$ cat src/rtl/genetic_pkg.sv
// genetic_pkg: shared genetic-core geometry (ROW, COL, OUT, IN, BITS_ELEM, BITS_MAT, CHROM_W) and the loader_state_t enum
package genetic_pkg;
    localparam int ROW       = 2;
    localparam int COL       = 1;
    localparam int OUT       = 1;
    localparam int IN        = 4;
    localparam int BITS_ELEM = 2;
    localparam int BITS_MAT  = ROW * COL * 16;
    localparam int CHROM_W   = BITS_MAT + BITS_ELEM * OUT;
    typedef enum logic [1:0] {IDLE, SHIFT, PARITY} loader_state_t;
endpackage

$ cat src/rtl/chrom_serial_loader.sv
// chrom_serial_loader: LSB-first serial chromosome loader with trailing even parity; in clk/reset/start/bit_valid/bit_in, out busy/chrom/chrom_update/parity_err/load_count
module chrom_serial_loader
    import genetic_pkg::*;
#(
    parameter logic [CHROM_W-1:0] INIT_CHROM = '0
) (
    input  logic               clk,
    input  logic               reset,
    input  logic               start,
    input  logic               bit_valid,
    input  logic               bit_in,
    output logic               busy,
    output logic [CHROM_W-1:0] chrom,
    output logic               chrom_update,
    output logic               parity_err,
    output logic [7:0]         load_count
);
    localparam int CNT_W = $clog2(CHROM_W);
    loader_state_t      state_q, state_d;
    logic [CHROM_W-1:0] shadow_q, shadow_d;
    logic [CNT_W-1:0]   cnt_q, cnt_d;
    logic               acc_q, acc_d, commit, err;
    always_comb begin
        state_d  = state_q;
        shadow_d = shadow_q;
        cnt_d    = cnt_q;
        acc_d    = acc_q;
        commit   = 1'b0;
        err      = 1'b0;
        if (start) begin
            state_d = SHIFT;
            cnt_d   = '0;
            acc_d   = 1'b0;
        end else if (bit_valid) begin
            case (state_q)
                SHIFT: begin
                    shadow_d[cnt_q] = bit_in;
                    acc_d           = acc_q ^ bit_in;
                    cnt_d           = cnt_q + 1'b1;
                    state_d         = cnt_q == CNT_W'(CHROM_W - 1) ? PARITY : SHIFT;
                end
                PARITY: begin
                    state_d = IDLE;
                    commit  = ~(acc_q ^ bit_in);
                    err     = acc_q ^ bit_in;
                end
                default: ;
            endcase
        end
    end
    always_ff @(posedge clk) begin
        if (reset) begin
            state_q      <= IDLE;
            shadow_q     <= '0;
            cnt_q        <= '0;
            acc_q        <= 1'b0;
            chrom        <= INIT_CHROM;
            chrom_update <= 1'b0;
            parity_err   <= 1'b0;
            load_count   <= '0;
        end else begin
            state_q      <= state_d;
            shadow_q     <= shadow_d;
            cnt_q        <= cnt_d;
            acc_q        <= acc_d;
            chrom        <= commit ? shadow_q : chrom;
            chrom_update <= commit;
            parity_err   <= err;
            load_count   <= load_count + {7'd0, commit};
        end
    end
    assign busy = state_q != IDLE;
endmodule

$ cat config.mk
export PLATFORM = sky130hd
export DESIGN_NAME = chrom_serial_loader
export DESIGN_NICKNAME = d
export VERILOG_FILES = /design/src/rtl/genetic_pkg.sv /design/src/rtl/chrom_serial_loader.sv
export SDC_FILE = /design/constraint.sdc
export NUM_CORES = 1
export LEC_CHECK = 0
export CAP_MARGIN = 5
export CORE_ASPECT_RATIO = 2
export CORE_MARGIN = 5
export CORE_UTILIZATION = 40
export CTS_CLUSTER_SIZE = 30
export DETAILED_ROUTE_END_ITERATION = 10
export PLACE_DENSITY = 0.64
export SYNTH_ARGS = -nofsm -noshare
export SYNTH_HDL_FRONTEND = slang
export SYNTH_SLANG_ARGS = --single-unit
$ cat constraint.sdc
create_clock -name clk -period 4.15 [get_ports clk]
set_input_delay 0.83 -clock clk [delete_from_list [all_inputs] [get_ports clk]]
set_output_delay 0.83 -clock clk [all_outputs]
set_load 0.02 [all_outputs]
==> impl_results.md <==
- Switch share: a little over a fifth
- Drt wl/cell: 15.1 um
- Routability cong.: about 0.75
- Via count of the first global-routing pass: 2942
- Number of setup violations in the final report: 0
- Synth Register Bits: between 80 and 90
- Fmax: approximately 390 MHz
- Starting Density: 41.0%
- Top cells by count, synth: dfxtp_1 (87), nand3_1 (72), mux2i_1 (34), nand2b_1 (34), o21ai_1 (28)
- Required @ worst endpoint: ~4400 ps
- Largest net degree at the start of global routing: 80
- Critical path arrival: 2840 ps
- Core Rows: 50
- Clk root buf: clkbuf_16
- Total gr overflow: 0
- Insertion delay to the later sink of the worst-skew pair: 330 ps
- Post-Synthesis Cells: around 420
- DP HPWL: between 5000 and 6000 um
- Total Nets Final: between 400 and 500
- Post-synth top area cell: dfxtp_1
- CTS tree: built
- DRC: 0
- Hold Vio Cnt, Final: 0
- Max FO, Critical Path: 14
- Critical path's largest stage delay: 710 ps
- GRT Total Usage: between 10% and 20%
- Number of synthesized flops with an enable pin: 0
- Syn Nets: 430
- Layout cell share with drive strength beyond 1: between 10% and 20%
- Die Span Y: 149 um
- Cell Pwr Density: 357 nW/um2
- Mapped Area: just under 4000 um2
- Worst Skew: slightly above 6 ps
- Clk network pwr share: 44.2%
- Max-Cap Viols: 0
- Crit path launch type: primary input
- Die area: ~12000 um2
- Detailed-router iteration count before antenna repair: 4
- Worst path slowest cell: clkdlybuf4s50_1
- FFs w/ async S/R, synth: 0%
- Total CTS buffers: 9
- Primary FF master, synth: dfxtp_1
- Placed Instances: ~540
- Fill cell count: approximately 940
- Core area: 9380 um2
- Hold Path Class: flip-flop to flip-flop
- Post-CTS Repair Setup Buffers: 0
- Leak pwr: ~1.7 nW
- # port buffers: around 50
- Worst setup path class: primary input to flip-flop
- Top-area cell type share of the netlist area: 45.2%
- Synthesis-to-layout area growth: 18.6%
- Comb power frac: ~4.3%
- Sequential standard cell area: 1740 um2
- Unrepaired setup endpoints after global routing: false
- Unique masters post-synth: roughly 40
- Pint: 1.27 mW
- Routed WL: about 8300 um
- Clk pin slew, worst setup/hold paths: roughly 60 ps
- Hold slack: between 400 and 500 ps
- Pre-CTS WS: 1210 ps
- Hold_buf cts: 0
- Multi-input logic area: about 1900 um2
- Worst Tran Pin Value: 1120 ps
- IO Pins: 50
- Initial antenna violation count: 0
- Initial drt markers: around 200
- Status: finished, final reports clean
- Minimum clock period after layout: between 2000 and 3000 ps
- Clock Tree Buf Depth: 2
- First-pass GRT wire length: approximately 14000 um
- Routed Antenna Nets: 0
- Synth area leaders: dfxtp_1 (45%), nand3_1 (9.4%), mux2i_1 (8.8%)
- Vias: roughly 3000
- Sequential power share: around 52%
- Setup tns final: 0 ps
- Clock Sinks: 87
- Final Cycle Share: roughly 62%
- Ant. Diodes: 0
- DIE WIDTH: approximately 79 um
- Seq/Total Area, Yosys: between 40% and 50%
- Htree depth: 3
- Crit-path cells: clkdlybuf4s50_1 > nand3b_1 > nor2_1 > ha_1 > nand3_1 > or4_1 > a21oi_1
- CP Capture Type: flip-flop
- Sw power: ~0.36 mW
- Mean area per synthesized cell: 9.21 um2
- Post-CTS sizing: 0
- Worst IR Drop VDD: about 0.19 mV
- Vias per inst: roughly 5.4
- Synthesis warning total: 0
- Relative slew margins: between 20% and 30%
- Slew Limit Fails: 0
- Worst Slack Setup Final: about 1600 ps
- Count leader, synth: dfxtp_1
- Non-filler cells in the finished layout: around 550
-- kinds of logic after synthesis --
kind of cell / after synthesis / share of synthesized area (%)
muxes: 34 / 8.84
xor gates and xnor gates: 8 / 2.21
and+or+nand+nor: 151 / 22.1
buffers and inverters: 44 / 5.72
AOI/OAI and AO/OA: 87 / 13.6
DFF: 87 / 45.2
adders and majority gates: 7 / 2.27
-- through the flow --
stage	util, %	power [mW]	cell area [um2]
final	48.7	1.63	4570
after global routing	48.7	1.70	4570
after CTS	48.7	1.65	4570
after detailed placement	45.8	0.930	4300
after global placement	45.8	0.929	4300
after floorplan	-	0.914	3850
-- cell usage in the layout (no fill, tap or decap), drive strengths merged, types with 7 or more instances in the layout --
master | synthesis | final
nand2 | 10 | 10
nand3 | 73 | 73
clkbuf | 17 | 11
o21ai | 39 | 39
mux2i | 34 | 34
ha | 7 | 7
dfxtp | 87 | 87
a21oi | 44 | 44
clkdlybuf4s50 | 0 | 48
nor2 | 8 | 8
nand2b | 34 | 34
-- path summary, 6_finish.rpt --
path                 from            end  depth (start not counted)  slack (ps)
min          shadow_q[28]      chrom[28]                          2         470
max             bit_valid  load_count[7]                          7        1570
max reg2reg    state_q[0]  load_count[7]                          8        2170
min reg2reg  shadow_q[28]      chrom[28]                          2         470
-- worst max-delay path: cells and delay by family --
| family | cells | cell delay, ps |
|---|---|---|
| AND/OR/NAND/NOR | 4 | 960 |
| buffers and inverters | 1 | 710 |
| adder cells (fa/ha/maj) | 1 | 180 |
| AO/OA/AOI/OAI | 1 | 150 |
-- layer usage --
layer | GRT usage [%] | vias to the layer above | part of all wire [%]
li1 | - | 1504 | -
met1 | 17.5 | 1395 | 41
met2 | 26.5 | 50 | 53
met3 | 3.08 | 13 | 3.8
met4 | 7.92 | 0 | 2.3
met5 | 0 | - | 0
-- flip-flops by register name, indices dropped and copies added (netlist names) --
signal / cells
acc_q: 1
parity_err: 1
shadow_q: 34
chrom: 34
load_count: 8
chrom_update: 1
state_q: 2
cnt_q: 6
-- power by group through the flow --
stage	logic (mW)	clock network [mW]	registers [mW]
2_1_floorplan	0.0564	0	0.857
3_3_place_gp	0.0713	0	0.858
3_5_place_dp	0.0717	0	0.858
4_1_cts	0.0720	0.740	0.839
5_1_grt	0.0779	0.778	0.839
6_report	0.0706	0.719	0.839
-- cell type report --
cell class / instances / area share, %
clock buffers: 11 / 5.32
flip-flops and latches: 87 / 38.1
clock inverters: 4 / 0.493
repair buffers: 54 / 11.5
multi-input cells: 287 / 41.3
well taps: 104 / 2.85
inverters: 5 / 0.411
Note: power is estimated with default switching activity, not from simulation.
==> RTL edit (same flow settings) <==
`ROW`: 2 -> 1.
--- a/src/rtl/genetic_pkg.sv
+++ b/src/rtl/genetic_pkg.sv
@@ -1,6 +1,6 @@
 // genetic_pkg: shared genetic-core geometry (ROW, COL, OUT, IN, BITS_ELEM, BITS_MAT, CHROM_W) and the loader_state_t enum
 package genetic_pkg;
-    localparam int ROW       = 2;
+    localparam int ROW       = 1;
     localparam int COL       = 1;
     localparam int OUT       = 1;
     localparam int IN        = 4;
Ports: changed (resized chrom); port bits go from 50 to 34. No check against the original RTL was run, so the function may have changed too.
==> RTL edit against the original RTL <==
Count of clock-buffer cells in the layout shrank 5. Sequential share of layout area is 1.4 points lower. Routed wire length fell by 43%. First-iteration DRC count down 60%. Power fell by 37%. Final area decreased by 36%. Register-to-register slack got worse by 240 ps. Via count decreased by 41%. Core utilization is 0.77 points higher. Setup slack got worse by 240 ps. Sequential cell count is 33 lower. Largest power group unchanged. Critical endpoint is now load_count[6]. Synthesized area fell by 37%.
==> RTL edit: results <==
[clock_network]
cts.htree.levels = 2
numCtsBuffers = 5
clkLatencyLatePin_ps = 290

[cells_and_area]
nets = 289
area_share_nonclk_buffers_pct = 11.7
drive_above_1_share_pct = 5.43
clock_buffers = 6
clk_share_pct = 5.65
register_area_um2 = 1080
n_all_inverters = 7
postLayoutCoreUtil_pct = 49.4
n_all_buffers = 35
multi_input_area_share_pct = 42.2
largest_registers = chrom x18, shadow_q x18, load_count x8
fillers = 584
num-multi-input-gates = 172

[synth]
synth_area_leaders = dfxtp_1, mux2i_1, nand2b_1
netlist-cell-type-count = 34
postSynthCellCount = 247
ys_top_cells_by_count = dfxtp_1, nand2b_1, mux2i_1
synth.yosys.seq_area_share_pct = 44.4
synth_fp_nets = 261

[route]
wl_per_cell_um = 14.1
routed_via_density = 5.19

[placement]
dp_cells = 331
dp_hpwl_um = 3470
placed_cell_area_um2 = 2780
gp_congestion = 0.786
port-buffer-count = 33

[critical_path]
cp.arrival_ps = 3050
cp_max_fo = 16

[power_and_ir_drop]
p_leak_nw = 1.11
peakVddDrop_uv = 226

[status]
status = finished, final reports clean

[global_routing]
use_met3_pct = 3.16
grtUsageTotal_pct = 13.4
met2_usage_pct = 23.9
grt_first_pass_wirelength_um = 8110
first_global_vias = 1743

[sta]
finalClockSkew_ps = 5.70
RTL edit: cell count changes in the layout (fill, tap and decap cells not counted), sizes merged, moves of 8 or more:
cell,change
o21ai,-33
a21oi,-35
nand2,+8
dfxtp,-33
nand3,-62
clkdlybuf4s50,-15
RTL edit: metal layers:
| layer | share of wire [%] | wire [µm] |
|---|---|---|
| met5 | 0 | 0 |
| met4 | 3.3 | 157 |
| met3 | 4.1 | 196 |
| met2 | 54 | 2570 |
| met1 | 39 | 1870 |
RTL edit: power by group:
part | internal, mW | leakage (nW) | switching (mW)
clock | 0.285 | 0.0771 | 0.185
combinational | 0.0193 | 0.598 | 0.0238
sequential | 0.520 | 0.435 | 0.00140
total | 0.824 | 1.11 | 0.210
RTL edit: worst max-delay path: stages:
cell and delay, ps:
clkdlybuf4s50_1 450, buf_4 180, nor2b_4 180, nand3_4 150, inv_6 200, ha_1 240
ha_1 220, inv_1 60, or3_1 360, a21oi_1 150
RTL edit: path summary, 6_finish.rpt:
check / endpoint / slack (ps) / cells after the start / from
worst max-delay path: load_count[6] / 1330 / 10 / bit_valid
worst min-delay path: chrom[3] / 480 / 2 / chrom[3]
worst min register to register: chrom[3] / 480 / 2 / chrom[3]
worst max register to register: load_count[6] / 1930 / 9 / state_q[0]
RTL edit: logic make-up (layout without fill, tap and decap cells):
family,after synthesis,in the layout,synth area share (%)
buffers and inverters,21,50,4.67
XOR/XNOR,7,7,2.83
multiplexers,36,36,14.8
AO/OA/AOI/OAI,16,16,3.49
AND/OR/NAND/NOR,104,104,25.2
flip-flops,54,54,44.4
adder cells (fa/ha/maj),9,9,4.62
RTL edit: metrics by stage:
step	setup slack [ps]	hold WS, ps
floorplan	1720	453
global placement	1070	467
detailed placement	1000	464
CTS	1310	480
global route	1150	495
finish	1330	476
